### config.mk
export PLATFORM = sky130hd
export DESIGN_NAME = lc3_mem_responder
export DESIGN_NICKNAME = d
export VERILOG_FILES = /design/src/rtl/lc3_mem_responder.sv
export SDC_FILE = /design/constraint.sdc
export NUM_CORES = 1
export LEC_CHECK = 0
export CAP_MARGIN = 20
export CORE_MARGIN = 2
export CORE_UTILIZATION = 43
export DETAILED_ROUTE_END_ITERATION = 10
export PLACE_DENSITY = 0.81
export SYNTH_ARGS = -nofsm -noshare
export SYNTH_HDL_FRONTEND = slang
export SYNTH_SLANG_ARGS = --single-unit
### constraint.sdc
create_clock -name clk -period 2.3 [get_ports clk]
set_input_delay 0.46 -clock clk [delete_from_list [all_inputs] [get_ports clk]]
set_output_delay 0.46 -clock clk [all_outputs]
set_load 0.02 [all_outputs]
### src/rtl/lc3_mem_responder.sv
// lc3_mem_responder
// Memory-side responder for the LC-3 datapath. Accepts a read or write request
// from the CPU's MAR/MDR, services it from the external asynchronous SRAM with
// a programmable number of wait states, and returns a one-cycle completion
// pulse (the LC-3 "R" signal). A single memory-mapped I/O address is decoded
// locally: reads return the board switches, writes load the hex display.
//
// Ports:
//   clk, reset_n           system clock, synchronous active-low reset
//   mem_read, mem_write    CPU requests, held until mem_resp is seen
//   mem_address            20-bit CPU address (MAR)
//   mem_wdata              16-bit CPU write data (MDR)
//   mem_rdata              read data, valid while mem_resp is high
//   mem_resp               one-cycle completion pulse
//   sram_addr              SRAM address
//   sram_data_in           data read from the SRAM bus
//   sram_data_out          data driven onto the SRAM bus
//   sram_data_oe           tristate enable for sram_data_out (buffer lives at top level)
//   sram_ce_n/oe_n/we_n    SRAM chip/output/write enables, active-low
//   sram_ub_n/lb_n         SRAM byte enables, active-low
//   switches               board switches, read at IO_ADDR
//   hex_display            hex-display register, written at IO_ADDR

module lc3_mem_responder #(
    parameter int unsigned WAIT_STATES = 2,
    parameter logic [19:0] IO_ADDR     = 20'h0FFFF
) (
    input  logic        clk,
    input  logic        reset_n,
    input  logic        mem_read,
    input  logic        mem_write,
    input  logic [19:0] mem_address,
    input  logic [15:0] mem_wdata,
    output logic [15:0] mem_rdata,
    output logic        mem_resp,
    output logic [19:0] sram_addr,
    input  logic [15:0] sram_data_in,
    output logic [15:0] sram_data_out,
    output logic        sram_data_oe,
    output logic        sram_ce_n,
    output logic        sram_oe_n,
    output logic        sram_we_n,
    output logic        sram_ub_n,
    output logic        sram_lb_n,
    input  logic [15:0] switches,
    output logic [15:0] hex_display
);

    typedef enum logic [2:0] {
        IDLE,
        RD_WAIT,
        WR_WAIT,
        IO,
        RESP
    } state_t;

    localparam logic [3:0] WAIT_LOAD = 4'(WAIT_STATES - 1);

    state_t     state;
    logic [3:0] wait_count;
    logic       is_write;

    // Single registered FSM. Every output is a flop, and the SRAM strobes are
    // set on the edge that enters a wait state and cleared on the edge that
    // leaves it, so the strobes line up exactly with the wait-state cycles and
    // nothing reaches an output combinationally from the CPU request lines.
    // A write keeps sram_data_oe high through RESP so the bus data is held
    // past the rising edge of sram_we_n.
    always_ff @(posedge clk) begin
        if (!reset_n) begin
            state         <= IDLE;
            wait_count    <= 4'd0;
            is_write      <= 1'b0;
            mem_resp      <= 1'b0;
            mem_rdata     <= 16'h0000;
            hex_display   <= 16'h0000;
            sram_addr     <= 20'h00000;
            sram_data_out <= 16'h0000;
            sram_data_oe  <= 1'b0;
            sram_ce_n     <= 1'b1;
            sram_oe_n     <= 1'b1;
            sram_we_n     <= 1'b1;
            sram_ub_n     <= 1'b1;
            sram_lb_n     <= 1'b1;
        end else begin
            mem_resp <= 1'b0;
            case (state)
                IDLE: begin
                    if (mem_read || mem_write) begin
                        // Read wins when both are asserted; the write is dropped.
                        sram_addr <= mem_address;
                        is_write  <= !mem_read;
                        if (!mem_read) begin
                            sram_data_out <= mem_wdata;
                        end
                        if (mem_address == IO_ADDR) begin
                            state <= IO;
                        end else if (mem_read) begin
                            state      <= RD_WAIT;
                            wait_count <= WAIT_LOAD;
                            sram_ce_n  <= 1'b0;
                            sram_oe_n  <= 1'b0;
                            sram_ub_n  <= 1'b0;
                            sram_lb_n  <= 1'b0;
                        end else begin
                            state        <= WR_WAIT;
                            wait_count   <= WAIT_LOAD;
                            sram_ce_n    <= 1'b0;
                            sram_we_n    <= 1'b0;
                            sram_ub_n    <= 1'b0;
                            sram_lb_n    <= 1'b0;
                            sram_data_oe <= 1'b1;
                        end
                    end
                end

                RD_WAIT: begin
                    if (wait_count == 4'd0) begin
                        mem_rdata <= sram_data_in;
                        mem_resp  <= 1'b1;
                        state     <= RESP;
                        sram_ce_n <= 1'b1;
                        sram_oe_n <= 1'b1;
                        sram_ub_n <= 1'b1;
                        sram_lb_n <= 1'b1;
                    end else begin
                        wait_count <= wait_count - 4'd1;
                    end
                end

                WR_WAIT: begin
                    if (wait_count == 4'd0) begin
                        mem_resp  <= 1'b1;
                        state     <= RESP;
                        sram_ce_n <= 1'b1;
                        sram_we_n <= 1'b1;
                        sram_ub_n <= 1'b1;
                        sram_lb_n <= 1'b1;
                    end else begin
                        wait_count <= wait_count - 4'd1;
                    end
                end

                IO: begin
                    if (is_write) begin
                        hex_display <= sram_data_out;
                    end else begin
                        mem_rdata <= switches;
                    end
                    mem_resp <= 1'b1;
                    state    <= RESP;
                end

                RESP: begin
                    sram_data_oe <= 1'b0;
                    state        <= IDLE;
                end

                default: begin
                    state <= IDLE;
                end
            endcase
        end
    end

endmodule

==> flow_summary_export.csv, run 1 <==
group,metric,value,unit
drt,drc,0,
global_routing,busiest_layer,"met2",
setup_path,r2r-start,"wait_count[0]",
clock_tree,worstSkewPairLatency,0.34,ns
global_routing,grt_pass1_wl,14.5,mm
worst_hold_path,hold_end,"hex_display[15]",
timing,max_freq,0.513,GHz
finish,nNetsFinal,602,
synth,synth.top_cell.area_share,46.5,%
timing,slew_violations,0,
drt,dr.pass1.iters,4,
timing,finalSetupTns,0,ns
drt,via_count,3160,
die,start_util,44.6,%
synth,postSynthAreaPerCell,8.96,um2
drt,drt_iter0_drc,119,
worst_hold_path,hold_path.class,"reg -> reg",
worst_hold_path,min_path_cells,2,
synth,synth_compound_area_share,20.9,%
global_routing,grt_overflow_total,0,
finish,design_area,5170,um2
timing,post-route-period-util,84.8,%
flow_run,maxCapViolations,0,
die,dieWidth,94.0,um
timing,finalHoldViolCount,0,
synth,muxShareOfSynthArea,5.17,%
clock_tree,htreeDepth,3,
synth,synth-simple-area-share,20.7,%
finish,drive_above_1_share,6.94,%
timing,slew_headroom,54.2,%
die,row_count,32,
clock_tree,path_clk_slew,0.09,ns
global_routing,use_met3,7.06,%
drt,routed_via_density,4.98,
clock_tree,cts_setup_buffers,0,
power_and_ir_drop,vdd_ir_drop_max,346,uV
global_routing,grt_usage,20.9,%
drt,drt_wl_total,8.92,mm
die,io_pins,147,
clock_tree,post_cts_resized,0,
global_routing,use_met2,36.3,%
timing,setup_viol,0,
setup_path,arrival,2.18,ns
timing,worst_pin_slew,0.686,ns
clock_tree,clkSinkCount,81,
clock_tree,cts-root-buf,"clkbuf_8",
place,io_buffer_count,146,
worst_hold_path,hp-start,"hex_display[15]",
setup_path,crit_required,2.53,ns
synth,synth_seq_area_share,46.5,%
synth,synth_xor_area_share,0.251,%
finish,diodes,0,
timing,clock_skew,0.00877,ns
synth,synth-edff-count,0,
synth,yosys_warnings,0,
die,dieArea,8840,um2
synth,synthCells,389,
synth,synth_top_family_by_area,"compound AO/OA/AOI/OAI gates",
synth,synth_area_leader_cell,"dfxtp_1",
synth,syn-cell-area,3480,um2
setup_path,rrSetupSlack,0.35,ns
setup_path,rr_worst_depth,7,
synth,synth_seq_cells,81,
status,status,"finished, final reports clean",
timing,min_period,1.95,ns
finish,syn2layout_area_growth,48.4,%
setup_path,cp-end-kind,"flop",
synth,async_flop_share,0,%
timing,rsz0062_at_grt,"false",
synth,synth_flop_cell,"dfxtp_1",
synth,synthTopCellsByArea,"dfxtp_1, nand2_1, a21boi_0, mux2i_1, o211a_1",
synth,synthAdderAreaFrac,0.718,%
power_and_ir_drop,p_leak,2.20,nW
place,dp_hpwl,6.67,mm
power_and_ir_drop,power.density,696,nW/um2
place,dpl-instance-area,4970,um2
setup_path,r2r_end,"mem_rdata[10]",
global_routing,antenna_found_initial,0,
synth,ys_types,41,
drt,wl_per_cell,14.0,um
place,gp_congestion,0.828,
clock_tree,numCtsBuffers,9,
drt,ant_nets,0,
global_routing,grt_max_degree,45,
setup_path,critical_path_class,"reg -> reg",
setup_path,path_max_fanout,32,
clock_tree,ctsHoldBuffers,0,
clock_tree,tritoncts,"built",
synth,syn_nets,463,
setup_path,start_kind,"flop",
die,core_area,7810,um2
global_routing,grt_util_met1,24.0,%
die,die_y,94.0,um
clock_tree,clock_path_buffers,2,
global_routing,grt_pass1_vias,3169,
registers in the layout, indices dropped and copies added (netlist names), 3 cells and up:
name,flops
sram_data_out,16
mem_rdata,16
state,3
wait_count,4
hex_display,16
sram_addr,20
per-layer routing:
layer  up-vias  share of wire (%)
li1       1590                  -
met1      1433                 43
met2       126                 48
met3        11                7.9
met4         0                1.7
met5         -                  0
kinds of logic after synthesis:
logic type / after synthesis
muxes: 18
adders and majority gates: 2
and+or+nand+nor: 160
AOI/OAI and AO/OA: 92
xor gates and xnor gates: 1
DFF: 81
buffers and inverters: 35
power breakdown:
group	internal (mW)	leakage, nW	total [mW]	switching [mW]
Sequential	1.52	0.662	1.61	0.0858
Clock	0.540	0.100	1.05	0.514
Combinational	0.470	1.43	0.939	0.469
Total	2.53	2.20	3.60	1.07
area by class of cell:
type                       count  area, um2
fill                         654       2640
multi-input combinational    273       1660
sequential                    81       1620
timing repair buffer         155       1520
clock buffer                  11        141
tap                          102        128
clock inverter                 5       63.8
inverter                       8       30.0
Yosys cell counts, types with 2 or more instances:
master    instances
mux2i_1          18
inv_1             8
nand3_1           4
a21boi_0         32
a21oi_1           6
and3_1            4
o221ai_1          2
buf_6             6
a21boi_1         22
nor2_1            6
or4b_4            2
o21ai_0           7
nor2_2            2
dfxtp_1          81
clkbuf_1         12
ha_1              2
o211a_1          17
nand4_1           3
nand2_1         125
buf_2             3
nor3_4            2
buf_4             5
nand2b_1          2
through the flow:
| stage | util, % | power [mW] | worst slack (ns) | hold WS [ns] | cells |
|---|---|---|---|---|---|
| after floorplan | - | 2.15 | 0.651 | 0.450 | 389 |
| after global placement | 63.6 | 2.55 | 0.121 | 0.441 | 619 |
| after detailed placement | 63.6 | 2.58 | 0.0815 | 0.446 | 619 |
| after CTS | 66.2 | 3.64 | 0.349 | 0.459 | 635 |
| after global routing | 66.2 | 3.79 | 0.223 | 0.486 | 635 |
| final | 66.2 | 3.60 | 0.350 | 0.455 | 635 |
layout by cell type, fill, tap and decap left out, types with 3 or more instances in the layout:
cell type / n
clkbuf_8: 10
a21boi_0: 32
a21boi_1: 22
buf_4: 9
o211a_1: 17
and3_1: 4
dfxtp_1: 81
nand4_1: 3
nand3_1: 4
nand2_1: 125
mux2i_1: 18
inv_1: 8
clkdlybuf4s50_1: 145
nor2_1: 6
a21oi_1: 6
o21ai_0: 6
critical path, cell delays in order (launching register included):
cell and delay [ns]:
dfxtp_1 0.33, inv_1 0.13, ha_1 0.19, or4b_4 0.48, a21oi_4 0.15, buf_4 0.30, nand2_1 0.12, o211a_1 0.14
worst max-delay path by stage:
stage                     from            end  slack [ns]  cells past startpoint
4_1_cts          wait_count[0]  mem_rdata[10]        0.35                      7
3_5_place_dp   mem_address[16]  wait_count[1]        0.08                      5
5_1_grt          wait_count[0]  mem_rdata[10]        0.22                      7
3_3_place_gp   mem_address[16]   sram_data_oe        0.12                      5
6_report         wait_count[0]  mem_rdata[10]        0.35                      7
2_1_floorplan  mem_address[16]   sram_data_oe        0.65                      4
Power figures use the tool's default switching activity.
==> run 2: changes to the inputs <==
==> constraint.sdc (replaced) <==
create_clock -name clk -period 1.9 [get_ports clk]
set_input_delay 0.38 -clock clk [delete_from_list [all_inputs] [get_ports clk]]
set_output_delay 0.38 -clock clk [all_outputs]
set_load 0.02 [all_outputs]
==> run 2 against run 1 <==
  * Via count increased by 2.0%
  * Highest routed layer unchanged
  * Critical path type unchanged
  * Critical path depth down 1
  * Wire length fell by 2.3%
==> flow_summary_export.csv, run 2 (synthesis results as in run 1) <==
group,metric,value,unit
status,status,"finished, final reports clean",
timing,post-route-period-util,95.9,%
clock_tree,tritoncts,"built",
timing,finalHoldViolCount,0,
drt,ant_nets,0,
drt,via_count,3222,
place,dp_cells,622,
clock_tree,path_clk_slew,0.08,ns
finish,layout_commonest_cell,"clkdlybuf4s50_1",
setup_path,critical_path_class,"reg -> reg",
finish,drive_above_1_share,7.65,%
finish,stdcell_count,638,
place,dpl-instance-area,5040,um2
timing,worst_pin_slew,0.395,ns
drt,dr.pass1.iters,4,
die,dieArea,8840,um2
finish,regArea,1620,um2
setup_path,r2r-start,"wait_count[0]",
clock_tree,clock_path_buffers,2,
clock_tree,cts-root-buf,"clkbuf_8",
die,start_util,44.6,%
timing,finalWorstSetupSlack,0.0783,ns
clock_tree,htreeDepth,3,
setup_path,rr_worst_depth,6,
finish,final_cell_mix,"clkdlybuf4s50_1, nand2_1, dfxtp_1",
timing,finalSetupTns,0,ns
drt,routed_via_density,5.05,
power_and_ir_drop,vdd_ir_drop_max,412,uV
setup_path,startpoint,"wait_count[0]",
finish,diodes,0,
place,dp_hpwl,6.55,mm
global_routing,grt_overflow_total,0,
finish,design_area,5240,um2
finish,largest_register_ffs,20,
power_and_ir_drop,p_leak,2.22,nW
finish,regMostFlops,"sram_addr",
worst_hold_path,hold_path.class,"in -> reg",
setup_path,path_max_fanout,6,
power_and_ir_drop,power.density,839,nW/um2
setup_path,endpoint,"wait_count[3]",
setup_path,start_kind,"flop",
global_routing,grt_pass1_wl,14.0,mm
global_routing,grt_usage,20.0,%
setup_path,crit_chain,"inv_1 -> ha_1 -> or3b_1 -> and3_1 -> and2_1 -> o221a_1",
clock_tree,cts_setup_buffers,0,
die,row_count,32,
timing,min_period,1.82,ns
global_routing,antenna_found_initial,0,
finish,multiInputGateArea,1660,um2
finish,nNetsFinal,605,
die,io_pins,147,
drt,drc,0,
die,die_y,94.0,um
setup_path,cp-end-kind,"flop",
clock_tree,post_cts_resized,0,
finish,fillers,663,
place,io_buffer_count,146,
setup_path,max_stage_delay,0.47,ns
clock_tree,worstSkewPairLatency,0.34,ns
setup_path,crit_slowest_cell,"or3b_1",
setup_path,rrSetupSlack,0.08,ns
timing,slew_violations,0,
die,dieWidth,94.0,um
clock_tree,clkSinkCount,81,
drt,wl_per_cell,13.7,um
place,pre_cts_ws,-0.220,ns
setup_path,r2r_end,"wait_count[3]",
setup_path,arrival,2.05,ns
timing,clock_skew,0.00619,ns
timing,slew_headroom,73.7,%
flow_run,maxCapViolations,0,
clock_tree,numCtsBuffers,9,
finish,syn2layout_area_growth,50.4,%
die,core_area,7810,um2
timing,rsz0062_at_grt,"false",
timing,setup_viol,0,
global_routing,grt_max_degree,49,
drt,drt_iter0_drc,120,
timing,max_freq,0.549,GHz
global_routing,grt_pass1_vias,3035,
clock_tree,ctsHoldBuffers,0,
setup_path,crit_required,2.13,ns
drt,drt_wl_total,8.72,mm
place,gp_congestion,0.852,
run 2: report_power, final:
part           internal [mW]  switching [mW]
logic                  0.601           0.573
registers               1.84          0.0987
clock network          0.645           0.635
run 2: layer usage:
| layer | vias up | wire length, um | global-route usage (%) |
|---|---|---|---|
| met5 | - | 0 | 0 |
| met2 | 132 | 4280 | 34.8 |
| met4 | 0 | 180 | 7.97 |
| li1 | 1596 | - | - |
| met3 | 14 | 675 | 5.78 |
| met1 | 1480 | 3580 | 23.1 |
run 2: how the worst min path moves through the flow:
stage / depth (start not counted) / start / slack (ns) / to
2_1_floorplan: 2 / is_write / 0.45 / is_write
3_3_place_gp: 2 / hex_display[2] / 0.44 / hex_display[2]
3_5_place_dp: 2 / hex_display[15] / 0.45 / hex_display[15]
4_1_cts: 2 / reset_n / 0.43 / sram_addr[7]
5_1_grt: 2 / reset_n / 0.44 / sram_addr[7]
6_report: 2 / reset_n / 0.45 / sram_addr[7]
run 2: area by class of cell:
cell class / count / share of cell area, %
multi-input combinational: 273 / 31.7
timing repair buffer: 158 / 30.5
sequential: 81 / 30.9
inverter: 8 / 0.573
clock inverter: 6 / 1.26
clock buffer: 10 / 2.63
tap: 102 / 2.43
run 2: through the flow:
stage / util (%) / hold WS (ns) / power (mW)
after floorplan: - / 0.450 / 2.61
after global routing: 67.1 / 0.440 / 4.61
after detailed placement: 64.5 / 0.447 / 3.15
after global placement: 64.5 / 0.441 / 3.13
final: 67.1 / 0.452 / 4.40
after CTS: 67.1 / 0.428 / 4.43
run 2: critical path: cells and delay by family (launching register included):
family / cells / cell delay (ns)
AND/OR/NAND/NOR: 3 / 0.85
flip-flops: 1 / 0.32
AO/OA/AOI/OAI: 1 / 0.23
adder cells (fa/ha/maj): 1 / 0.19
buffers and inverters: 1 / 0.12
